## src/rtl/mem_loader.sv

```systemverilog
// Program-load front end for the processor memory port.
// In LOAD mode, each Load rising edge writes the switch-bank word to the next
// consecutive address. Start hands the memory port to the processor and
// raises Run; a second Start returns to the loader without losing its position.
//
// state    | meaning
// ---------+-----------------------------------------------------------------
// ST_LOAD  | loader owns the port, waiting for Load / Clear / Start edges
// ST_WRITE | one-cycle write strobe, then advance pointer and count
// ST_RUN   | processor owns the port, Run held high
module mem_loader #(
  parameter int DEPTH = 32,
  parameter int AW    = 5
) (
  input  logic          Clock,
  input  logic          Resetn,
  input  logic [15:0]   Entry,
  input  logic          Load,
  input  logic          Start,
  input  logic          Clear,
  input  logic [15:0]   ProcAddress,
  input  logic [15:0]   ProcDOUT,
  input  logic          ProcWrite,
  output logic [AW-1:0] MemAddress,
  output logic [15:0]   MemData,
  output logic          MemWren,
  output logic          Run,
  output logic [AW:0]   Count,
  output logic          Full,
  output logic [1:0]    Mode
);

  typedef enum logic [1:0] {
    ST_LOAD  = 2'd0,
    ST_WRITE = 2'd1,
    ST_RUN   = 2'd2
  } state_t;

  localparam logic [AW:0] FULL_CNT = (AW+1)'(DEPTH);

  state_t        state, state_nxt;
  logic [AW-1:0] wr_ptr, wr_ptr_nxt;
  logic [AW:0]   count, count_nxt;
  logic [AW-1:0] ld_addr, ld_addr_nxt;
  logic [15:0]   ld_data, ld_data_nxt;
  logic          ld_wren, ld_wren_nxt;
  logic          load_q, start_q;
  logic          load_rise, start_rise;
  logic          full;

  // Upper processor address bits are outside the memory and deliberately dropped.
  logic unused_proc_addr;
  assign unused_proc_addr = ^ProcAddress[15:AW];

  assign load_rise  = Load & ~load_q;
  assign start_rise = Start & ~start_q;
  assign full       = (count == FULL_CNT);

  // State and datapath registers; reset is immediate so a write strobe cannot linger.
  always_ff @(posedge Clock or negedge Resetn) begin
    if (!Resetn) begin
      state   <= ST_LOAD;
      wr_ptr  <= '0;
      count   <= '0;
      ld_addr <= '0;
      ld_data <= '0;
      ld_wren <= 1'b0;
      load_q  <= 1'b0;
      start_q <= 1'b0;
    end else begin
      state   <= state_nxt;
      wr_ptr  <= wr_ptr_nxt;
      count   <= count_nxt;
      ld_addr <= ld_addr_nxt;
      ld_data <= ld_data_nxt;
      ld_wren <= ld_wren_nxt;
      load_q  <= Load;
      start_q <= Start;
    end
  end

  // Next-state and datapath updates; a Load edge outranks Clear, which outranks Start.
  always_comb begin
    state_nxt   = state;
    wr_ptr_nxt  = wr_ptr;
    count_nxt   = count;
    ld_addr_nxt = ld_addr;
    ld_data_nxt = ld_data;
    ld_wren_nxt = ld_wren;
    unique case (state)
      ST_LOAD: begin
        if (load_rise) begin
          if (!full) begin
            ld_addr_nxt = wr_ptr;
            ld_data_nxt = Entry;
            ld_wren_nxt = 1'b1;
            state_nxt   = ST_WRITE;
          end
        end else if (Clear) begin
          wr_ptr_nxt = '0;
          count_nxt  = '0;
        end else if (start_rise && count != '0) begin
          state_nxt = ST_RUN;
        end
      end
      ST_WRITE: begin
        ld_wren_nxt = 1'b0;
        wr_ptr_nxt  = wr_ptr + AW'(1);
        count_nxt   = count + (AW+1)'(1);
        state_nxt   = ST_LOAD;
      end
      ST_RUN: begin
        if (start_rise) state_nxt = ST_LOAD;
      end
      default: state_nxt = ST_LOAD;
    endcase
  end

  // Memory port mux: processor drives it directly while running.
  always_comb begin
    if (state == ST_RUN) begin
      MemAddress = ProcAddress[AW-1:0];
      MemData    = ProcDOUT;
      MemWren    = ProcWrite;
    end else begin
      MemAddress = ld_addr;
      MemData    = ld_data;
      MemWren    = ld_wren;
    end
  end

  assign Run   = (state == ST_RUN);
  assign Count = count;
  assign Full  = full;
  assign Mode  = state;

endmodule

```

## config.mk

```make
export PLATFORM = sky130hd
export DESIGN_NAME = mem_loader
export DESIGN_NICKNAME = d
export VERILOG_FILES = /design/src/rtl/mem_loader.sv
export SDC_FILE = /design/constraint.sdc
export NUM_CORES = 1
export LEC_CHECK = 0
export CAP_MARGIN = 20
export CORE_ASPECT_RATIO = 0.9
export CORE_MARGIN = 2
export CORE_UTILIZATION = 44
export DETAILED_ROUTE_END_ITERATION = 16
export PLACE_DENSITY = 0.85
export REMOVE_ABC_BUFFERS = 1
export SYNTH_ARGS = -nofsm -noshare
export SYNTH_HDL_FRONTEND = slang
export SYNTH_SLANG_ARGS = --single-unit
```

## constraint.sdc

```tcl
create_clock -name Clock -period 4.42 [get_ports Clock]
set_input_delay 0.884 -clock Clock [delete_from_list [all_inputs] [get_ports Clock]]
set_output_delay 0.884 -clock Clock [all_outputs]
set_load 0.02 [all_outputs]
```

==> reports/metrics.cfg <==
[clock_tree]
cts.sinks=37
cts_max_level=2
clkSlewWorstSetupHoldPaths_ns=0.07
insertion_delay_ns=0.29
cts-buffers-inserted=5
postCtsSetupBuffers=0
cts_tree=done
root_buffer=clkbuf_8
cts_buffer_depth=2
hold_buffers=0
cts_resized=0

[sta]
worst_slack_ns=1.057
finalSetupViolations=0
grt_setup_unrepaired=no
hold_viol_final=0
period_minus_slack_ns=3.363
slew_violations=0
fin_setup_tns_ns=0
worst_pin_slew_ns=0.9019
slew_headroom_pct=39.75
skew_ns=0.005261
finalCritPeriodShare_pct=76.10
max_freq_mhz=297.3

[critical_path]
end_kind=primary output
worstSetupPathType=flop to primary output
cp-start-kind=flop
required_ns=3.54
worstPathMaxFanout=19
cp_data_arrival_time_ns=2.48

[routing]
drt-pass1-iter-count=4
vias_per_cell=5.154
routed_wirelength_mm=4.209
detail_route.wl_per_cell_um=15.82
via_count=1371
ant_nets=0
first_iter_violations=42
route.detailed.drc=0

[global_route]
grt_max_degree=38
grt.overflow.total=0
grt_usage_pct=19.08
antenna_found_initial=0
grt_pass1_vias=1342
grt_pass1_wl_mm=6.858

[floorplan]
fp-row-count=22
fp.dieH_um=65.75
die_x_um=72.62
start_util_pct=45.76
dieArea_um2=4774
core-area_um2=4074
io_pins=86

[power_and_ir_drop]
leakage_nw=1.170
power-per-cell-area_nw_per_um2=504.0
ir_drop_mv=0.2503

[synth]
ys_async_sr_fraction_pct=100.0
yosys_warnings=0
synthCells=140
syn_avg_cell_area_um2=13.32
synthFlopType=dfrtp_1
synth_area_um2=1864
synth_edf_count=0
synth_cell_type_count=25
ys_seq_area_share_pct=49.66
ys_ff_latch=37

[final_layout]
nFillCells=322
seqCellArea_um2=925.9
nNetsFinal=274
diodes=0
area_growth_pct=46.78
multi_input_area_um2=890.9
drive_above_1_share_pct=27.06

[job]
max_cap_violations=0

[place]
portBuffers=74
pre_cts_ws_ns=1.373
dp_hpwl_mm=3.029
gp_congestion=0.7414

[worst_hold_path]
hp-class=flop to flop

[outcome]
status=completed

-- routing by layer --
metal | wire (um) | GRT usage [%] | up-vias
met3 | 348 | 5.982 | 8
met4 | 68 | 6.481 | 0
li1 | - | - | 661
met2 | 1841 | 29.43 | 55
met5 | 0 | 0 | -
met1 | 1950 | 25.39 | 647
-- flip-flops by register name (all words and copies together), names as in the netlist --
name	cells
load_q	1
ld_wren	1
Count	6
wr_ptr	5
ld_addr	5
Mode	2
ld_data	16
start_q	1
-- logic make-up (layout without fill, tap and decap cells) --
kind of cell    after synthesis  in the layout  share of synthesized area [%]
flops                        37             37                          49.66
buf+inv                       8             86                          2.685
simple gates                 33             33                          10.54
fa+ha+maj                     3              3                          2.014
compound gates               15             15                          4.765
mux                          44             44                          30.34
-- cell type report --
| type | instances | share of cell area (%) |
|---|---|---|
| Sequential cell | 37 | 33.84 |
| Clock buffer | 7 | 3.521 |
| Inverter | 2 | 0.2743 |
| Multi-Input combinational cell | 95 | 32.56 |
| Clock inverter | 1 | 0.1829 |
| Tap cell | 48 | 2.195 |
| Timing Repair Buffer | 76 | 27.43 |
-- metrics by stage --
step           util, %  cell area (um^2)  power [mW]  hold slack (ns)  instances
2_1_floorplan        -              1822      0.8569           0.4516        134
3_3_place_gp     64.68              2635       1.112           0.4845        258
3_5_place_dp     64.68              2635       1.128           0.4916        258
4_1_cts          67.17              2736       1.392           0.5053        266
5_1_grt          67.17              2736       1.461           0.5251        266
6_report         67.17              2736       1.379           0.4997        266
-- power breakdown --
part | switching, mW | internal, mW | total, mW
Combinational | 0.262 | 0.360 | 0.622
Clock | 0.118 | 0.141 | 0.259
Sequential | 0.0746 | 0.424 | 0.498
Total | 0.454 | 0.925 | 1.38
-- critical path, cell delays in order, from the launching register on --
cell	delay, ns
dfrtp_1	0.54
nor2b_2	0.39
buf_4	0.33
mux2_2	0.37
clkdlybuf4s50_1	0.55
-- worst paths after layout --
kind,slack [ns],start,cells past startpoint,end
max,1.06,Mode[1],4,MemData[4]
min,0.50,wr_ptr[4],1,wr_ptr[4]
max reg2reg,2.29,Count[0],7,ld_addr[4]
min reg2reg,0.50,wr_ptr[4],1,wr_ptr[4]
max in group asynchronous,3.24,Resetn,1,wr_ptr[0]
min in group asynchronous,0.68,Resetn,1,ld_data[14]
-- cells in the final DEF (no fill, tap or decap) --
master	synthesis	routed
clkdlybuf4s50_1	0	73
dfrtp_1	37	37
mux2_2	24	24
mux2_4	19	19
clkbuf_8	0	7
nor2_1	6	6
nand3_1	6	6
nand2_1	6	6
o21ai_0	5	5
nand2b_1	4	4
a21oi_1	4	4
nand4_1	3	3
a31oi_1	3	3
ha_1	3	3
inv_1	2	2
nor2b_1	3	2
buf_4	0	2
nor2b_2	0	1
nor4b_2	1	1
and2_4	1	1
nor4_4	1	1
nor3b_1	1	1
or2_2	1	1
a22o_1	1	1
o41ai_1	1	1
mux2i_1	1	1
a211oi_1	1	1
clkinv_2	0	1
buf_2	4	1
-- synth_stat cells, types with 2 or more instances --
| cell type | n | area, um^2 |
|---|---|---|
| nor2b_1 | 3 | 18.77 |
| nand2b_1 | 4 | 25.02 |
| o21ai_0 | 5 | 25.02 |
| dfrtp_1 | 37 | 925.9 |
| nor2_1 | 6 | 22.52 |
| inv_1 | 2 | 7.510 |
| ha_1 | 3 | 37.54 |
| mux2_2 | 24 | 270.3 |
| a31oi_1 | 3 | 18.77 |
| nand2_1 | 6 | 22.52 |
| nand4_1 | 3 | 18.77 |
| mux2_4 | 19 | 285.3 |
| buf_6 | 2 | 22.52 |
| a21oi_1 | 4 | 20.02 |
| nand3_1 | 6 | 30.03 |
| buf_2 | 4 | 20.02 |
Note: power is estimated with default switching activity, not from simulation.
